### src/rtl/char_spawn_ctrl.sv
// Slot manager for the falling-character game: spawns characters on a frame-tick cadence,
// moves them down each frame and retires them on a matching keypress (hit) or at the bottom (miss).
module char_spawn_ctrl #(
    parameter int          SLOTS          = 8,
    parameter int          SPAWN_INTERVAL = 60,
    parameter logic [8:0]  X_LIMIT        = 9'd460,
    parameter logic [15:0] MISS_LIMIT     = 16'd10
) (
    input  logic             clk,
    input  logic             rst,
    input  logic             enable,
    input  logic             frame_tick,
    input  logic [7:0]       gen_ch,
    input  logic [2:0]       gen_speed,
    input  logic [8:0]       gen_x,
    input  logic [9:0]       gen_y,
    input  logic             key_valid,
    input  logic [7:0]       key_code,
    input  logic [3:0]       rd_idx,
    output logic             rd_valid,
    output logic [7:0]       rd_ch,
    output logic [8:0]       rd_x,
    output logic [9:0]       rd_y,
    output logic [SLOTS-1:0] slot_valid,
    output logic             hit,
    output logic             wrong,
    output logic             miss,
    output logic             drop,
    output logic [15:0]      hit_count,
    output logic [15:0]      miss_count,
    output logic             game_over
);

    localparam int CNT_W = $clog2(SPAWN_INTERVAL + 1);

    typedef enum logic [1:0] {IDLE, RUN, OVER} state_t;

    typedef struct packed {
        logic [7:0] ch;
        logic [8:0] x;
        logic [9:0] y;
        logic [2:0] speed;
    } slot_t;

    state_t           state, state_n;
    slot_t            slots   [SLOTS];
    slot_t            slots_n [SLOTS];
    logic [SLOTS-1:0] valid, valid_n;
    logic [CNT_W-1:0] spawn_cnt, spawn_cnt_n;
    logic             spawn_pending, spawn_pending_n;
    logic             hit_n, wrong_n, miss_n, drop_n;
    logic [15:0]      hit_count_n, miss_count_n;
    logic             key_match, spawned;
    logic [9:0]       nx;
    logic [4:0]       retired;
    logic [16:0]      miss_sum;

    always_comb begin
        // NOTE: every signal written here gets a default first, so no path can infer a latch.
        state_n         = state;
        slots_n         = slots;
        valid_n         = valid;
        spawn_cnt_n     = spawn_cnt;
        spawn_pending_n = spawn_pending;
        hit_n           = 1'b0;
        wrong_n         = 1'b0;
        miss_n          = 1'b0;
        drop_n          = 1'b0;
        hit_count_n     = hit_count;
        miss_count_n    = miss_count;
        key_match       = 1'b0;
        spawned         = 1'b0;
        nx              = '0;
        retired         = '0;
        miss_sum        = '0;

        unique case (state)
            IDLE: if (enable) state_n = RUN;
            RUN: if (enable) begin
                if (miss_count >= MISS_LIMIT) begin
                    state_n = OVER;
                end else begin
                    if (key_valid) begin
                        for (int i = 0; i < SLOTS; i++) begin
                            if (!key_match && valid[i] && slots[i].ch == key_code) begin
                                key_match  = 1'b1;
                                valid_n[i] = 1'b0;
                            end
                        end
                        if (key_match) begin
                            hit_n       = 1'b1;
                            hit_count_n = (hit_count == 16'hFFFF) ? hit_count : hit_count + 16'd1;
                        end else begin
                            wrong_n = 1'b1;
                        end
                    end

                    if (frame_tick) begin
                        if (spawn_cnt == CNT_W'(SPAWN_INTERVAL - 1)) begin
                            spawn_cnt_n     = '0;
                            spawn_pending_n = 1'b1;
                        end else begin
                            spawn_cnt_n = spawn_cnt + CNT_W'(1);
                        end
                        // Walking valid_n means a slot hit this cycle neither moves nor misses.
                        for (int i = 0; i < SLOTS; i++) begin
                            if (valid_n[i]) begin
                                nx = {1'b0, slots[i].x} + {7'd0, slots[i].speed};
                                if (nx >= {1'b0, X_LIMIT}) begin
                                    valid_n[i] = 1'b0;
                                    retired    = retired + 5'd1;
                                end else begin
                                    slots_n[i].x = nx[8:0];
                                end
                            end
                        end
                        if (retired != 5'd0) begin
                            miss_n       = 1'b1;
                            miss_sum     = {1'b0, miss_count} + {12'd0, retired};
                            miss_count_n = miss_sum[16] ? 16'hFFFF : miss_sum[15:0];
                        end
                    end else if (spawn_pending && !key_valid) begin
                        spawn_pending_n = 1'b0;
                        for (int i = 0; i < SLOTS; i++) begin
                            if (!spawned && !valid[i]) begin
                                spawned    = 1'b1;
                                valid_n[i] = 1'b1;
                                slots_n[i] = '{ch: gen_ch, x: gen_x, y: gen_y,
                                               speed: (gen_speed == 3'd0) ? 3'd1 : gen_speed};
                            end
                        end
                        if (!spawned) drop_n = 1'b1;
                    end
                end
            end
            OVER:    state_n = OVER;
            default: state_n = IDLE;
        endcase
    end

    always_ff @(posedge clk) begin
        if (rst) begin
            state         <= IDLE;
            valid         <= '0;
            spawn_cnt     <= '0;
            spawn_pending <= 1'b0;
            hit           <= 1'b0;
            wrong         <= 1'b0;
            miss          <= 1'b0;
            drop          <= 1'b0;
            hit_count     <= '0;
            miss_count    <= '0;
            // NOTE: slot payload is reset as well because the renderer reads it straight out.
            for (int i = 0; i < SLOTS; i++) slots[i] <= '0;
        end else begin
            // NOTE: non-blocking assignments keep every register updating from pre-edge values.
            state         <= state_n;
            valid         <= valid_n;
            spawn_cnt     <= spawn_cnt_n;
            spawn_pending <= spawn_pending_n;
            hit           <= hit_n;
            wrong         <= wrong_n;
            miss          <= miss_n;
            drop          <= drop_n;
            hit_count     <= hit_count_n;
            miss_count    <= miss_count_n;
            for (int i = 0; i < SLOTS; i++) slots[i] <= slots_n[i];
        end
    end

    assign slot_valid = valid;
    assign game_over  = (state == OVER);

    always_comb begin
        rd_valid = 1'b0;
        rd_ch    = '0;
        rd_x     = '0;
        rd_y     = '0;
        for (int i = 0; i < SLOTS; i++) begin
            if (rd_idx == 4'(i)) begin
                rd_valid = valid[i];
                rd_ch    = slots[i].ch;
                rd_x     = slots[i].x;
                rd_y     = slots[i].y;
            end
        end
    end

endmodule

### config.mk
export PLATFORM = sky130hd
export DESIGN_NAME = char_spawn_ctrl
export DESIGN_NICKNAME = d
export VERILOG_FILES = /design/src/rtl/char_spawn_ctrl.sv
export SDC_FILE = /design/constraint.sdc
export NUM_CORES = 1
export LEC_CHECK = 0
export CORE_UTILIZATION = 35
export CTS_CLUSTER_DIAMETER = 60
export DETAILED_ROUTE_END_ITERATION = 12
export GPL_TIMING_DRIVEN = 0
export SYNTH_ARGS = -nofsm -noshare
export SYNTH_HDL_FRONTEND = slang
export SYNTH_SLANG_ARGS = --single-unit
### constraint.sdc
create_clock -name clk -period 8.53 [get_ports clk]
set_input_delay 1.706 -clock clk [delete_from_list [all_inputs] [get_ports clk]]
set_output_delay 1.706 -clock clk [all_outputs]
set_load 0.005 [all_outputs]
# ---- Yosys cells after proc, flatten, opt, wreduce, memory -nomap -nowiden
# Index checks and enable logic that the tools add are counted.
dict set report word_totals {
  regBits 293
  latchBits 0
  mem_bits_rw 0
  romBits 0
  input_bits 47
  out_inout_bits 73
  word_cells 452
  mem_count 0
}
dict set report op_classes {
  add_sub_neg 18
  n_mul 0
  div_mod_pow 0
  n_lt_le_gt_ge 9
  eq_ne 40
  n_shift 0
  muxes 253
  n_bitwise 8
  reduce_logical 82
}
# op n
set ops {}
lappend ops {{$mux W9} 32}
lappend ops {{$mux W232} 1}
lappend ops {{$mux W5} 46}
lappend ops {{$mux W30} 7}
lappend ops {{$mux W1} 137}
lappend ops {{$mux W8} 14}
lappend ops {{$add A9 B3 Y10} 8}
lappend ops {{$ge A10 B9 Y1 const B} 8}
lappend ops {{$mux W10} 8}
lappend ops {{$eq A8 B8 Y1} 8}
lappend ops {{$reduce_and A7 Y1} 8}
lappend ops {{$reduce_and A6 Y1} 9}
lappend ops {{$add A5 B1 Y5 const B} 7}
lappend ops {{$ne A2 B2 Y1 const B} 12}
lappend ops {{$logic_and A1 B1 Y1} 23}
lappend ops {{$logic_not A1 Y1} 22}
lappend ops {{$mux W22} 1}
lappend ops {{$ne A2 B1 Y1 const B} 9}
lappend ops {{$add A16 B5 Y17} 1}
lappend ops {{$add A16 B1 Y16 const B} 1}
lappend ops {{$eq A16 B16 Y1 const B} 1}
lappend ops {{$eq A4 B3 Y1 const B} 4}
lappend ops {{$ge A16 B4 Y1 const B} 1}
lappend ops {{$mux W16} 1}
lappend ops {{other kinds (21)} 41}

# ---- Depth between registers and ports, before layout
dict set report logic_depth {
  ltp_word 119
  mapped_depth 43
  depth_no_buf 43
}

# ---- Worst setup path before layout
# Ideal clock, no wire load.
dict set report synth_timing {
  kind {input port to flip-flop}
  from {in key_code[2]}
  to {reg miss_count[4]}
  setup_time_ps 136
  t_arrival_ps 7688
  required_time_ps 8394
  setup_slack_ps 706
  cell_stages 35
  n_path_buf 1
  cell_sequence {buf_2 xor2_1 nor4_4 nand3_1 nand2_1 a211oi_2 ha_1 mux2i_4 inv_1 ha_1 mux2i_1 inv_1 ha_1 nor2b_1 a21oi_1 ha_1 nand2_1 nand2_1 ha_1 nor2_1 a31o_2 inv_1 ha_1 nand2_1 o21ai_0 ha_1 mux2_2 fa_1 a21o_1 a21oi_1 inv_1 a21oi_1 nor4_1 nor3_1 a211oi_2}
}
dict set report synth_between {
  elab_chain_len 70
  elab_cells_between_ends 135
  cone_classes {add/sub: 8; eq/ne: 8; mux: 95; reduce/logical: 24}
}
# element line
set synth_lines {}
lappend synth_lines {{start, declared} 18} ;# input logic [7:0] key_code,
lappend synth_lines {{$eq A8 B8 Y1} 85} ;# if (!key_match && valid[i] && slots[i].ch == key_code) begin
lappend synth_lines {{$logic_and A1 B1 Y1} 85}
lappend synth_lines {{$mux W1} 85}
lappend synth_lines {{$mux W1} 83} ;# if (key_valid) begin
lappend synth_lines {{$mux W1} 80} ;# if (miss_count >= MISS_LIMIT) begin
lappend synth_lines {{$mux W1} 79} ;# RUN: if (enable) begin
lappend synth_lines {{$mux W1} 77} ;# unique case (state)
lappend synth_lines {{$logic_not A1 Y1} 85}
lappend synth_lines {{(+54 left out)} -}
lappend synth_lines {{$mux W8 (*)} 77}
lappend synth_lines {{$mux W5 (*)} 107} ;# if (valid_n[i]) begin
lappend synth_lines {{$mux W5 (*)} 98} ;# if (frame_tick) begin
lappend synth_lines {{$mux W5 (*)} 80}
lappend synth_lines {{$mux W5 (*)} 79}
lappend synth_lines {{$mux W5 (*)} 77}
lappend synth_lines {{$add A16 B5 Y17 or $reduce_bool A5 Y1 (tied branches)} {119, 117}}
lappend synth_lines {{$mux W16 or $reduce_and A5 Y1 (tied branches)} -}
lappend synth_lines {{end signal, assigned} 166} ;# miss_count <= miss_count_n;
lappend synth_lines {{end, declared} 30} ;# output logic [15:0] miss_count,
# Every way passes the cells marked *; elsewhere a longest branch is shown, timed or not. The select of a mux whose other input is x is not followed.
# A chain may end at the register's enable or synchronous reset.

# ---- Worst setup path after layout
dict set report layout_timing {
  from {reg, netlist name slots[193]}
  to {reg miss_count[4]}
}
dict set report layout_between {
  elab_chain_len 52
  elab_cells_between_ends 54
  cone_classes {add/sub: 8; order compare: 1; mux: 43; reduce/logical: 2}
}
# element line
set layout_lines {}
lappend layout_lines {{$add A9 B3 Y10 (*)} 108} ;# nx = {1'b0, slots[i].x} + {7'd0, slots[i].speed};
lappend layout_lines {{$ge A10 B9 Y1 (*)} 109} ;# if (nx >= {1'b0, X_LIMIT}) begin
lappend layout_lines {{$mux W5 (*)} 109}
lappend layout_lines {{$mux W5 (*)} 107}
lappend layout_lines {{$mux W5 (*)} 98}
lappend layout_lines {{$mux W5 (*)} 80}
lappend layout_lines {{$mux W5 (*)} 79}
lappend layout_lines {{$mux W5 (*)} 77}
lappend layout_lines {{(+36 left out)} -}
lappend layout_lines {{$mux W5} 109}
lappend layout_lines {{$mux W5 (*)} 107}
lappend layout_lines {{$mux W5 (*)} 98}
lappend layout_lines {{$mux W5 (*)} 80}
lappend layout_lines {{$mux W5 (*)} 79}
lappend layout_lines {{$mux W5 (*)} 77}
lappend layout_lines {{$add A16 B5 Y17 or $reduce_bool A5 Y1 (tied branches)} {119, 117}}
lappend layout_lines {{$mux W16 or $reduce_and A5 Y1 (tied branches)} -}
# Marks and branches as above.

==> impl_results.md <==
* Post-synth top flop: dfxtp_1
* Number of global-route vias before repair at 16600
* Final setup fails at 0
* Final hold vios at 0
* WL per Instance at 23.0 um
* Hold WC Path Type: flip-flop to flip-flop
* Min Tclk post-route at 7.97 ns
* Core Footprint at 47800 um^2
* Clock Skews at 0.0342 ns
* Hold Path End: slots[36]$_SDFFE_PP0P_
* Pwr/cell area at 170 nW/um^2
* Global-route usage over all layers at 27.7%
* Post-route DRC at 0
* #FFs+latches synth at 293
* Final Cycle Share at 93.4%
* Slew HR at 7.76%
* Worst-margin pin slew at 1.38 ns
* Worst setup margin at 0.560 ns
* Ys Warns at 0
* Place WS at -0.274 ns
* Syn nets at 2377
* CTS tree: built
* CTS Buf Count at 41
* Crit path capture type: flip-flop
* Worst r2r src: slots[193]$_SDFFE_PP0P_
* Slew Viols, Final at 0
* Arrival time worst endpoint at 8.38 ns
* Mapped Area at 17000 um^2
* Tot Pwr at 3.42 mW
* Gpl congestion at 0.982
* Maximum buffer depth of the clock tree at 3
* Worst path required time at 8.94 ns
* Reg clk slew, reported paths at 0.06 ns
* Top post-synthesis cells by area: dfxtp_1 34%, nand2_1 11%, a21oi_1 7.3%, xnor2_1 3.6%, nor2_1 3.5%
* Num Clock Sinks at 293
* Total setup buffers inserted after CTS at 0
* Via count at 17700
* Global route overflow at 0
* Layout cells sized above 1 at 5.87%
* Area growth syn-to-layout at 17.9%
* Cell Rows at 80
* Mapped Cells at 2279
* Hold Path Origin: slots[36]$_SDFFE_PP0P_
* FF-to-FF setup slack at 0.56 ns
* Die area at 49600 um^2
* CP max-delay cell: fa_1
* Peak Freq at 0.125 GHz
* Synth area leader: dfxtp_1
* ANT cells at 0
* Clock Latency Late Sink at 0.58 ns
* Synthesized area per cell at 7.48 um^2
* CTS Root Buffer Type: clkbuf_16
* Initial drt markers at 1773
* HPWL after detailed placement at 51100 um
* Vias per inst at 5.80
* Die width at 223 um
* Sequential area share after synthesis at 34.4%
* Top post-synthesis cells by count: 480 x nand2_1, 293 x dfxtp_1, 249 x a21oi_1
* Starting Density at 35.6%
* Outcome: complete, no violations
* Initial antenna violation count at 0
* Count leader, synth: nand2_1
* I/O Buffers at 81
* First-pass GRT wire length at 103000 um
* Worst VDD drop at 0.000160 V
* R2r worst-path depth at 42
* Post-synth EDFFs at 0
* Ys async rst share at 0%
* Synth cell types at 93
* H-tree levels at 2
* Yosys top cell area share at 34.4%
* Critical Setup Path Class: flip-flop to flip-flop
* RSZ-0062 raised after global routing: false
* # IOs at 120
* Crit start category: flip-flop
* Antenna-violating nets left at 0
* Crit-path max cell delay at 0.44 ns
* WHS Path Cells at 2
* Worst-path fanout max at 4
* Most used cell, CP: ha_1
* Fillcell total at 4951
* DR pass1 iterations at 6
* NumNets Final at 2502
* Pin count of the biggest net entering global routing at 12
* Die height at 223 um
* R2R Path End: miss_count[4]$_SDFFE_PP0P_
* Leakage at 6.73 nW
* Max-Cap Viols at 0
* WL final at 70200 um
-- critical path: cells and delay by family, from the launching register on --
kind	cells	cell delay, ns
AOI/OAI and AO/OA	13	1.76
adders and majority gates	10	3.26
buffers and inverters	6	0.42
DFF	1	0.36
muxes	3	0.68
and+or+nand+nor	10	1.32
-- layout by cell type (no fill, tap or decap), types with 17 or more instances in the layout --
cell,n
inv_1,66
mux2i_1,24
nand3_1,60
nor3_1,58
a211oi_1,28
clkbuf_2,17
dfxtp_1,293
o21ai_0,75
nand4_1,40
clkdlybuf4s50_1,81
nand2_1,480
xnor2_1,70
a31oi_1,20
a221oi_1,23
a21oi_1,248
clkbuf_1,161
nor2_1,161
xor2_1,43
a22oi_1,74
nor2b_1,33
ha_1,42
clkbuf_16,42
nand2b_1,24
-- per-layer routing --
| metal | track usage [%] | vias to the layer above | wire length [um] |
|---|---|---|---|
| met5 | 0 | - | 0 |
| met1 | 34.8 | 8409 | 28500 |
| met4 | 14.5 | 0 | 3450 |
| met2 | 44.8 | 874 | 32100 |
| met3 | 5.28 | 201 | 6200 |
| li1 | - | 8192 | - |
-- repair_timing --
item / CTS / global route
hold buffers: 0 / 0
resized for setup: 0 / 6
setup endpoints to repair: 0 / 3
-- flip-flops by register name, summed over array words and instances, names as in the netlist, 2 cells and up --
register,count
hit_count,16
slots,240
spawn_cnt,6
slot_valid,8
miss_count,16
state,2
-- cells by family (layout without fill, tap and decap cells) --
logic type	after synthesis	count (layout)	synth area share [%]
flops	293	293	34.4
simple gates	954	954	25.3
fa+ha+maj	52	52	4.20
buf+inv	256	412	5.92
mux	29	29	1.80
xor+xnor	121	121	6.63
compound gates	574	574	21.7
-- through the flow --
step | area (um^2) | setup TNS [ns] | hold WS (ns) | cells | utilization [%]
4_1_cts | 20000 | 0 | 0.453 | 3049 | 41.9
3_5_place_dp | 18600 | -0.594 | 0.446 | 2975 | 38.9
2_1_floorplan | 17000 | 0 | 0.433 | 2279 | -
3_3_place_gp | 18600 | -0.262 | 0.439 | 2975 | 38.9
5_1_grt | 20100 | 0 | 0.473 | 3050 | 42.0
6_report | 20100 | 0 | 0.453 | 3050 | 42.0
-- area by class of cell --
cell class	count	area (um^2)	share of cell area [%]
buffer	189	757	3.77
clock buffer	59	1190	5.95
clock inverter	15	223	1.11
inverter	67	251	1.25
multi-input combinational	1730	10200	50.8
sequential	293	5870	29.2
tap	615	769	3.83
timing repair buffer	82	818	4.08
-- worst max-delay path by stage --
stage                                  startpoint                         end  depth (start not counted)
after floorplan                       key_code[2]  miss_count[4]$_SDFFE_PP0P_                         35
final                     slots[193]$_SDFFE_PP0P_  miss_count[4]$_SDFFE_PP0P_                         42
after global routing      slots[193]$_SDFFE_PP0P_  miss_count[4]$_SDFFE_PP0P_                         42
after detailed placement              key_code[6]  miss_count[4]$_SDFFE_PP0P_                         35
after global placement                key_code[6]  miss_count[4]$_SDFFE_PP0P_                         35
after CTS                             key_code[6]  miss_count[4]$_SDFFE_PP0P_                         35
-- power by group --
| part | total [mW] | leakage [nW] | internal (mW) | switching (mW) |
|---|---|---|---|---|
| combinational | 0.246 | 3.68 | 0.0628 | 0.183 |
| clock | 1.79 | 0.692 | 1.10 | 0.690 |
| sequential | 1.38 | 2.36 | 1.38 | 0.00584 |
Power figures use the tool's default switching activity.
